==> src/rtl/alu_pkg.sv <==
// Package shared by the sequential ALU and its bench.
// Contents: function-select codes, handshake FSM state encoding, flag bit
// positions in the registered flag vector, and small op-classification helpers.
package alu_pkg;

  localparam logic [3:0] FS_SLL   = 4'h0;
  localparam logic [3:0] FS_SLA   = 4'h1;
  localparam logic [3:0] FS_SRL   = 4'h2;
  localparam logic [3:0] FS_SRA   = 4'h3;
  localparam logic [3:0] FS_ADD   = 4'h4;
  localparam logic [3:0] FS_ADC   = 4'h5;
  localparam logic [3:0] FS_SUB   = 4'h6;
  localparam logic [3:0] FS_ABS   = 4'h7;
  localparam logic [3:0] FS_MUL   = 4'h8;
  localparam logic [3:0] FS_ZERO  = 4'h9;
  localparam logic [3:0] FS_PASSA = 4'hA;
  localparam logic [3:0] FS_PASSB = 4'hB;
  localparam logic [3:0] FS_AND   = 4'hC;
  localparam logic [3:0] FS_OR    = 4'hD;
  localparam logic [3:0] FS_XOR   = 4'hE;
  localparam logic [3:0] FS_NOT   = 4'hF;

  typedef enum logic {
    ST_IDLE = 1'b0,
    ST_MUL  = 1'b1
  } state_t;

  // Bit positions inside the {N,C,V,Z} flag vector.
  localparam int FLAG_Z = 0;
  localparam int FLAG_V = 1;
  localparam int FLAG_C = 2;
  localparam int FLAG_N = 3;

  // Ops whose carry result is remembered for later ADC chains.
  function automatic logic updates_cflag(input logic [3:0] fs);
    return (fs == FS_SLA) || (fs == FS_ADD) || (fs == FS_ADC) ||
           (fs == FS_SUB) || (fs == FS_ABS);
  endfunction

  // Logical ops report N=Z=0 regardless of the result.
  function automatic logic nz_suppressed(input logic [3:0] fs);
    return (fs == FS_SLL) || (fs == FS_SRL) || (fs == FS_AND) ||
           (fs == FS_OR)  || (fs == FS_XOR) || (fs == FS_NOT);
  endfunction

endpackage

==> src/rtl/alu_seq_if.sv <==
// Operand/result handshake bundle of the sequential ALU.
// Input side : in_valid/in_ready, operands A/B, function select FS, cin, cin_sel.
// Output side: out_valid/out_ready, result Y, flags N/C/V/Z.
// master = producer of ops and consumer of results; slave = the ALU.
interface alu_seq_if #(parameter int W = 32);
  logic         in_valid;
  logic         in_ready;
  logic [W-1:0] A;
  logic [W-1:0] B;
  logic [3:0]   FS;
  logic         cin;
  logic         cin_sel;
  logic         out_valid;
  logic         out_ready;
  logic [W-1:0] Y;
  logic         N;
  logic         C;
  logic         V;
  logic         Z;

  modport master (
    output in_valid, A, B, FS, cin, cin_sel, out_ready,
    input  in_ready, out_valid, Y, N, C, V, Z
  );

  modport slave (
    input  in_valid, A, B, FS, cin, cin_sel, out_ready,
    output in_ready, out_valid, Y, N, C, V, Z
  );
endinterface

==> src/rtl/alu_addsub.sv <==
// Combinational W-bit adder/subtractor.
// Ports: a, b operands; cin carry-in (ignored when sub=1); sub selects a+~b+1;
// y sum; cout carry out of bit W-1 (for sub, 1 means no borrow); ovf signed overflow.
module alu_addsub #(
  parameter int W = 32
) (
  input  logic signed [W-1:0] a,
  input  logic signed [W-1:0] b,
  input  logic                cin,
  input  logic                sub,
  output logic signed [W-1:0] y,
  output logic                cout,
  output logic                ovf
);

  logic [W-1:0] b_eff;
  logic         cin_eff;
  logic [W:0]   sum;

  always_comb begin
    b_eff   = sub ? ~b : b;
    cin_eff = sub ? 1'b1 : cin;
    sum     = {1'b0, a} + {1'b0, b_eff} + {{W{1'b0}}, cin_eff};
    y       = sum[W-1:0];
    cout    = sum[W];
    // Overflow: both addends share a sign that the sum does not.
    ovf     = (a[W-1] == b_eff[W-1]) && (sum[W-1] != a[W-1]);
  end

endmodule

==> src/rtl/alu_seq.sv <==
// Registered, handshaked 16-op ALU with an iterative shift-add multiplier and a
// persistent carry flag for ADC chains.
// Ports: clk (rising edge), rst (synchronous, active-high), bus (alu_seq_if.slave):
//   in_valid/in_ready accept A,B,FS,cin,cin_sel; out_valid/out_ready return Y,N,C,V,Z.
// Non-MUL ops complete on the transfer edge; MUL spends W cycles in ST_MUL.
module alu_seq
  import alu_pkg::*;
#(
  parameter int W    = 32,
  parameter int MULW = 16
) (
  input  logic      clk,
  input  logic      rst,
  alu_seq_if.slave  bus
);

  localparam int CW = $clog2(W);

  state_t state_q, state_d;
  logic   xfer, load_alu, mul_start, mul_done;

  logic [CW-1:0] cnt_q;
  logic [W-1:0]  mcand_q, mplier_q, acc_q, acc_step;
  logic signed [MULW-1:0] a_lo, b_lo;

  logic signed [W-1:0] a_in, b_in, as_y;
  logic                as_cin, as_sub, as_cout, as_ovf;

  logic [W-1:0] res_y;
  logic         res_n, res_c, res_v, res_z;

  logic [W-1:0] y_p1;
  logic [3:0]   flags_p1;
  logic         vld_p1;
  logic         cflag_q;

  assign a_in = bus.A;
  assign b_in = bus.B;
  assign a_lo = bus.A[MULW-1:0];
  assign b_lo = bus.B[MULW-1:0];

  assign bus.in_ready  = (state_q == ST_IDLE) && (!vld_p1 || bus.out_ready);
  assign xfer          = bus.in_valid && bus.in_ready;

  assign as_sub = (bus.FS == FS_SUB) || (bus.FS == FS_ABS);
  assign as_cin = (bus.FS == FS_ADC) ? (bus.cin_sel ? cflag_q : bus.cin) : 1'b0;

  alu_addsub #(.W(W)) u_addsub (
    .a    (a_in),
    .b    (b_in),
    .cin  (as_cin),
    .sub  (as_sub),
    .y    (as_y),
    .cout (as_cout),
    .ovf  (as_ovf)
  );

  // Stage p0: single-cycle result and flags from the presented operands
  always_comb begin
    res_y = '0;
    res_c = 1'b0;
    res_v = 1'b0;
    case (bus.FS)
      FS_SLL, FS_SLA: res_y = {a_in[W-2:0], 1'b0};
      FS_SRL:         res_y = {1'b0, a_in[W-1:1]};
      FS_SRA:         res_y = {a_in[W-1], a_in[W-1:1]};
      FS_ADD, FS_ADC, FS_SUB: begin
        res_y = as_y;
        res_c = as_cout;
        res_v = as_ovf;
      end
      FS_ABS: begin
        // Negating min_int wraps back to min_int, which is the intended result.
        res_y = as_y[W-1] ? -as_y : as_y;
        res_c = as_cout;
        res_v = as_ovf;
      end
      FS_PASSA: res_y = a_in;
      FS_PASSB: res_y = b_in;
      FS_AND:   res_y = a_in & b_in;
      FS_OR:    res_y = a_in | b_in;
      FS_XOR:   res_y = a_in ^ b_in;
      FS_NOT:   res_y = ~a_in;
      default:  res_y = '0;
    endcase
    if (bus.FS == FS_SLA) begin
      res_c = a_in[W-1];
      res_v = a_in[W-1] ^ a_in[W-2];
    end
    res_n = nz_suppressed(bus.FS) ? 1'b0 : res_y[W-1];
    res_z = nz_suppressed(bus.FS) ? 1'b0 : (res_y == '0);
  end

  // Shift-add on sign-extended operands; the W-bit accumulator keeps the
  // product mod 2^W, which equals the truncated signed product.
  assign acc_step = acc_q + (mplier_q[0] ? mcand_q : '0);

  always_comb begin
    state_d   = state_q;
    load_alu  = 1'b0;
    mul_start = 1'b0;
    mul_done  = 1'b0;
    case (state_q)
      ST_IDLE: begin
        if (xfer) begin
          if (bus.FS == FS_MUL) begin
            state_d   = ST_MUL;
            mul_start = 1'b1;
          end else begin
            load_alu = 1'b1;
          end
        end
      end
      ST_MUL: begin
        if (cnt_q == CW'(W-1)) begin
          state_d  = ST_IDLE;
          mul_done = 1'b1;
        end
      end
      default: state_d = ST_IDLE;
    endcase
  end

  // Stage p1: control, result and flag registers
  always_ff @(posedge clk) begin
    if (rst) begin
      state_q  <= ST_IDLE;
      cnt_q    <= '0;
      vld_p1   <= 1'b0;
      y_p1     <= '0;
      flags_p1 <= '0;
      cflag_q  <= 1'b0;
    end else begin
      state_q <= state_d;
      if (mul_start) begin
        cnt_q <= '0;
      end else if (state_q == ST_MUL) begin
        cnt_q <= cnt_q + 1'b1;
      end
      if (load_alu || mul_done) begin
        vld_p1 <= 1'b1;
      end else if (bus.out_ready) begin
        vld_p1 <= 1'b0;
      end
      if (load_alu) begin
        y_p1             <= res_y;
        flags_p1[FLAG_N] <= res_n;
        flags_p1[FLAG_C] <= res_c;
        flags_p1[FLAG_V] <= res_v;
        flags_p1[FLAG_Z] <= res_z;
        if (updates_cflag(bus.FS)) begin
          cflag_q <= res_c;
        end
      end else if (mul_done) begin
        y_p1             <= acc_step;
        flags_p1[FLAG_N] <= acc_step[W-1];
        flags_p1[FLAG_C] <= 1'b0;
        flags_p1[FLAG_V] <= 1'b0;
        flags_p1[FLAG_Z] <= (acc_step == '0);
      end
    end
  end

  // Multiplier datapath registers
  always_ff @(posedge clk) begin
    if (mul_start) begin
      mcand_q  <= W'(a_lo);
      mplier_q <= W'(b_lo);
      acc_q    <= '0;
    end else if (state_q == ST_MUL) begin
      acc_q    <= acc_step;
      mcand_q  <= {mcand_q[W-2:0], 1'b0};
      mplier_q <= {1'b0, mplier_q[W-1:1]};
    end
  end

  assign bus.out_valid = vld_p1;
  assign bus.Y         = y_p1;
  assign bus.N         = flags_p1[FLAG_N];
  assign bus.C         = flags_p1[FLAG_C];
  assign bus.V         = flags_p1[FLAG_V];
  assign bus.Z         = flags_p1[FLAG_Z];

endmodule

==> src/flat_wrapper.sv <==
// flat-port wrapper written by rule: the top's interface ports become plain ports
module alu_seq_flat import alu_pkg::*;
#(
  parameter int W    = 32,
  parameter int MULW = 16
)
  (clk, rst, bus_in_valid, bus_A, bus_B, bus_FS, bus_cin, bus_cin_sel, bus_out_ready, bus_in_ready, bus_out_valid, bus_Y, bus_N, bus_C, bus_V, bus_Z);
  alu_seq_if #(.W(W)) bus_i ();
  input  logic clk;
  input  logic rst;
  input wire logic [$bits(bus_i.in_valid)-1:0] bus_in_valid;
  input wire logic [$bits(bus_i.A)-1:0] bus_A;
  input wire logic [$bits(bus_i.B)-1:0] bus_B;
  input wire logic [$bits(bus_i.FS)-1:0] bus_FS;
  input wire logic [$bits(bus_i.cin)-1:0] bus_cin;
  input wire logic [$bits(bus_i.cin_sel)-1:0] bus_cin_sel;
  input wire logic [$bits(bus_i.out_ready)-1:0] bus_out_ready;
  output wire logic [$bits(bus_i.in_ready)-1:0] bus_in_ready;
  output wire logic [$bits(bus_i.out_valid)-1:0] bus_out_valid;
  output wire logic [$bits(bus_i.Y)-1:0] bus_Y;
  output wire logic [$bits(bus_i.N)-1:0] bus_N;
  output wire logic [$bits(bus_i.C)-1:0] bus_C;
  output wire logic [$bits(bus_i.V)-1:0] bus_V;
  output wire logic [$bits(bus_i.Z)-1:0] bus_Z;
  assign bus_i.in_valid = bus_in_valid;
  assign bus_i.A = bus_A;
  assign bus_i.B = bus_B;
  assign bus_i.FS = bus_FS;
  assign bus_i.cin = bus_cin;
  assign bus_i.cin_sel = bus_cin_sel;
  assign bus_i.out_ready = bus_out_ready;
  assign bus_in_ready = bus_i.in_ready;
  assign bus_out_valid = bus_i.out_valid;
  assign bus_Y = bus_i.Y;
  assign bus_N = bus_i.N;
  assign bus_C = bus_i.C;
  assign bus_V = bus_i.V;
  assign bus_Z = bus_i.Z;
  alu_seq #(.W(W), .MULW(MULW)) u_core (.clk(clk), .rst(rst), .bus(bus_i));
endmodule
==> config.mk <==
export PLATFORM = sky130hd
export DESIGN_NAME = alu_seq_flat
export DESIGN_NICKNAME = d
export VERILOG_FILES = /design/src/rtl/alu_pkg.sv /design/src/rtl/alu_seq_if.sv /design/src/rtl/alu_addsub.sv /design/src/rtl/alu_seq.sv /design/src/flat_wrapper.sv
export SDC_FILE = /design/constraint.sdc
export NUM_CORES = 1
export LEC_CHECK = 0
export BUFFER_PORTS_ARGS = -buffer_cell sky130_fd_sc_hd__buf_2
export CORE_ASPECT_RATIO = 0.6
export CORE_MARGIN = 4
export CORE_UTILIZATION = 65
export DETAILED_ROUTE_END_ITERATION = 10
export PLACE_DENSITY = 0.88
export REMOVE_ABC_BUFFERS = 1
export SYNTH_ARGS = -nofsm -noshare
export SYNTH_HDL_FRONTEND = slang
export SYNTH_SLANG_ARGS = --single-unit
==> constraint.sdc <==
create_clock -name clk -period 14.4 [get_ports clk]
set_input_delay 0 -clock clk [delete_from_list [all_inputs] [get_ports clk]]
set_output_delay 0 -clock clk [all_outputs]
set_load 0.005 [all_outputs]
==> results.py <==
metrics = {
    "status": {
        "status": "finished with violations",
        "violations": "max-capacitance violations",
    },
    "global_routing": {
        "grt-ovfl-total": 0,
        "grt_use_total_pct": 39.5,
        "grt_max_degree": 86,
        "grt_pass1_vias": 13116,
        "antenna_found_initial": 0,
        "grt_first_pass_wirelength_um": 73900,
    },
    "route": {
        "routedWlPerCell_um": 23.2,
        "drt-initial-drc-count": 2298,
        "viasPerCell": 7.05,
        "drc": 0,
        "drtPass1Iterations": 9,
        "vias": 14498,
        "wirelength_um": 47800,
        "antenna_left": 0,
    },
    "sta": {
        "post-route-min-period_ns": 5.69,
        "post-route-period-util_pct": 39.5,
        "hold_violations": 0,
        "maxSlewViolCount": 0,
        "grt_setup_unrepaired": "no",
        "holdWs_ns": 0.0147,
        "skew_ns": 0.0109,
        "maxClockFrequency_mhz": 176,
        "setup_viol": 0,
        "slew_headroom_pct": 0.207,
        "tns_ns": 0,
        "max_slew.worst_pin.slew_ns": 1.46,
    },
    "worst_setup_path": {
        "cp-endpoint": "u_core.flags_p1[0]",
        "crit_arrival_ns": 6.10,
        "critPathLaunchType": "input pin",
        "worstPathRequired_ns": 14.81,
        "rr_worst_depth": 17,
        "worstSetupStartpoint": "bus_FS[2]",
        "end_kind": "flop",
        "path_max_fanout": 25,
        "rrSetupSlack_ns": 8.96,
        "timing.rr.end": "u_core.flags_p1[0]",
        "crit_type": "in -> reg",
        "r2r_start": "u_core.mplier_q[0]",
    },
    "cts": {
        "root_buffer": "clkbuf_16",
        "ctsHtreeMaxLevel": 4,
        "cts_buffers": 25,
        "clkTransAtPathRegs_ns": 0.06,
        "cts-resized-gates": 0,
        "cts_tree": "built",
        "cts_buffer_depth": 3,
        "cts.sinks": 140,
        "clk-insertion-delay-late_ns": 0.47,
        "post-cts-setup-buffers": 0,
    },
    "power": {
        "p_sw_w": 0.000667,
        "power_frac_seq_pct": 29.0,
        "irDropWorstVdd_uv": 102,
        "p_leak_nw": 6.51,
        "swShare_pct": 39.0,
        "combinationalPowerShare_pct": 40.9,
        "pwr-share-clk_pct": 30.2,
        "intPower_w": 0.00105,
        "power_density_nw_per_um2": 115,
    },
    "logic_synthesis": {
        "ys_seq_area_share_pct": 25.7,
        "synthTopCellsByCount": "nand2_1 (189), o21ai_0 (143), nor2_1 (140)",
        "syn_area_per_cell_um2": 7.85,
        "yosys_warnings": 0,
        "ys_types": 86,
        "yosysMostFrequentCell": "nand2_1",
        "synth_top_area_share_pct": 14.3,
        "synth_edf_count": 64,
        "synthCells": 1707,
        "synth_area_leaders": "edfxtp_1 (14%), ha_1 (12%), dfxtp_1 (11%)",
        "syn_area_um2": 13400,
        "synth_ff_type": "dfxtp_1",
        "ys_ff_latch": 140,
        "synth_largest_area_cell": "edfxtp_1",
        "async_flop_share_pct": 0,
    },
    "die": {
        "die_area_um2": 23000,
        "core_area_um2": 20100,
        "ios": 112,
        "die_w_um": 193,
        "initial_utilization_pct": 66.6,
        "num_rows": 40,
        "dieHeight_um": 119,
    },
    "cells_and_area": {
        "drive_gt1_share_pct": 11.6,
        "fin_cells": 2055,
        "final_nets": 1982,
        "num_antenna_cells": 0,
        "fin_util_pct": 73.9,
        "area_growth_syn_to_layout_pct": 10.9,
    },
    "placed_design": {
        "placed_cells": 2017,
        "port_buffers": 111,
        "dp_hpwl_um": 34900,
        "routabilityCongestion": 1.03,
    },
    "flow_run": {
        "cap_violations": 1,
    },
    "min_path": {
        "min_path_type": "in -> reg",
    },
}
[layer usage]
layer,track usage (%),vias to the layer above,share of wire [%]
met5,0,-,0
met4,10.7,0,2.9
met3,10.4,135,15
met2,54.6,1180,39
met1,60.2,6765,43
li1,-,6418,-
[worst max-delay path: stages]
cell,delay (ns)
buf_2,0.23
nor2b_1,0.17
buf_4,0.29
nand2_2,0.39
xnor2_1,0.33
fa_1,0.25
inv_1,0.06
fa_1,0.46
nand2b_1,0.26
a211oi_2,0.47
o21ai_1,0.18
o31ai_1,0.32
xor2_1,0.22
or4_4,0.60
or3_4,0.36
o31ai_1,0.31
xor2_1,0.22
o211ai_1,0.18
nor4_1,0.51
nand4_1,0.16
nand3_1,0.10
[cell type report]
class                           count  area, um^2
Fill cell                        1506        5260
Clock inverter                      5        50.0
Tap cell                          273         342
Multi-Input combinational cell   1386        9290
Inverter                           85         319
Sequential cell                   140        3440
Clock buffer                       28         647
Timing Repair Buffer              138         771
[layout by cell type (no fill, tap or decap), types with 10 or more instances in the layout]
cell / synthesis / layout
nand2_1: 189 / 187
nor2_1: 140 / 137
a211oi_1: 22 / 22
mux2i_1: 12 / 12
nor3_1: 48 / 46
edfxtp_1: 64 / 64
nand3_1: 43 / 43
nor2b_1: 12 / 12
xor2_1: 25 / 25
a221oi_1: 42 / 42
nand2b_1: 15 / 15
a31oi_1: 15 / 15
or3_1: 11 / 11
ha_1: 129 / 129
o211ai_1: 19 / 19
o21ai_0: 143 / 143
clkbuf_16: 0 / 25
buf_2: 6 / 111
o2111ai_1: 10 / 10
and3_1: 22 / 22
a21o_1: 56 / 56
nand4_1: 20 / 20
a21oi_1: 97 / 97
nor4_1: 16 / 16
and2_1: 43 / 43
buf_4: 1 / 22
inv_1: 85 / 84
a22o_1: 17 / 17
a22oi_1: 30 / 30
dfxtp_1: 76 / 75
xnor2_1: 71 / 71
[power groups by stage]
stage / Clock, W / Sequential [W] / Combinational [W]
floorplan: 0 / 0.000494 / 0.000455
global placement: 0 / 0.000497 / 0.000639
detailed placement: 0 / 0.000500 / 0.000654
CTS: 0.000514 / 0.000494 / 0.000668
global route: 0.000531 / 0.000499 / 0.000751
finish: 0.000517 / 0.000496 / 0.000700
[timing repair]
item	CTS	global route
endpoints found under the hold margin	5	0
hold buffers	5	0
endpoints found under the setup margin	0	0
[state kept, by name, indices dropped and copies added (netlist names)]
register,flops
u_core.acc_q,32
u_core.bus.Y,32
u_core.mcand_q,32
u_core.mplier_q,32
u_core.cnt_q,5
u_core.flags_p1,4
u_core.bus.out_valid,1
u_core.cflag_q,1
u_core.state_q,1
[metrics by stage]
stage | cell area (um^2) | setup WS [ns] | power (W)
2_1_floorplan | 13000 | 8.19 | 0.000949
6_report | 14900 | 8.71 | 0.00171
5_1_grt | 14900 | 8.38 | 0.00178
4_1_cts | 14900 | 8.94 | 0.00168
3_5_place_dp | 14100 | 8.46 | 0.00115
3_3_place_gp | 14100 | 8.48 | 0.00114
[cell families after synthesis]
group	synth area share [%]
flops	25.7
buf+inv	5.21
mux	0.981
simple gates	21.6
xor+xnor	6.28
fa+ha+maj	12.5
compound gates	27.8
[how the worst min path moves through the flow]
stage / from / to / slack, ns / depth (start not counted)
2_1_floorplan: rst / u_core.cflag_q / 0.07 / 1
3_3_place_gp: bus_out_ready / u_core.bus.out_valid / 0.30 / 4
3_5_place_dp: bus_out_ready / u_core.bus.out_valid / 0.31 / 4
4_1_cts: bus_B[10] / u_core.mplier_q[10] / 0.0007 / 3
5_1_grt: bus_B[4] / u_core.mplier_q[4] / 0.03 / 3
6_report: bus_in_valid / u_core.cnt_q[0] / 0.01 / 3
Power figures use the tool's default switching activity.
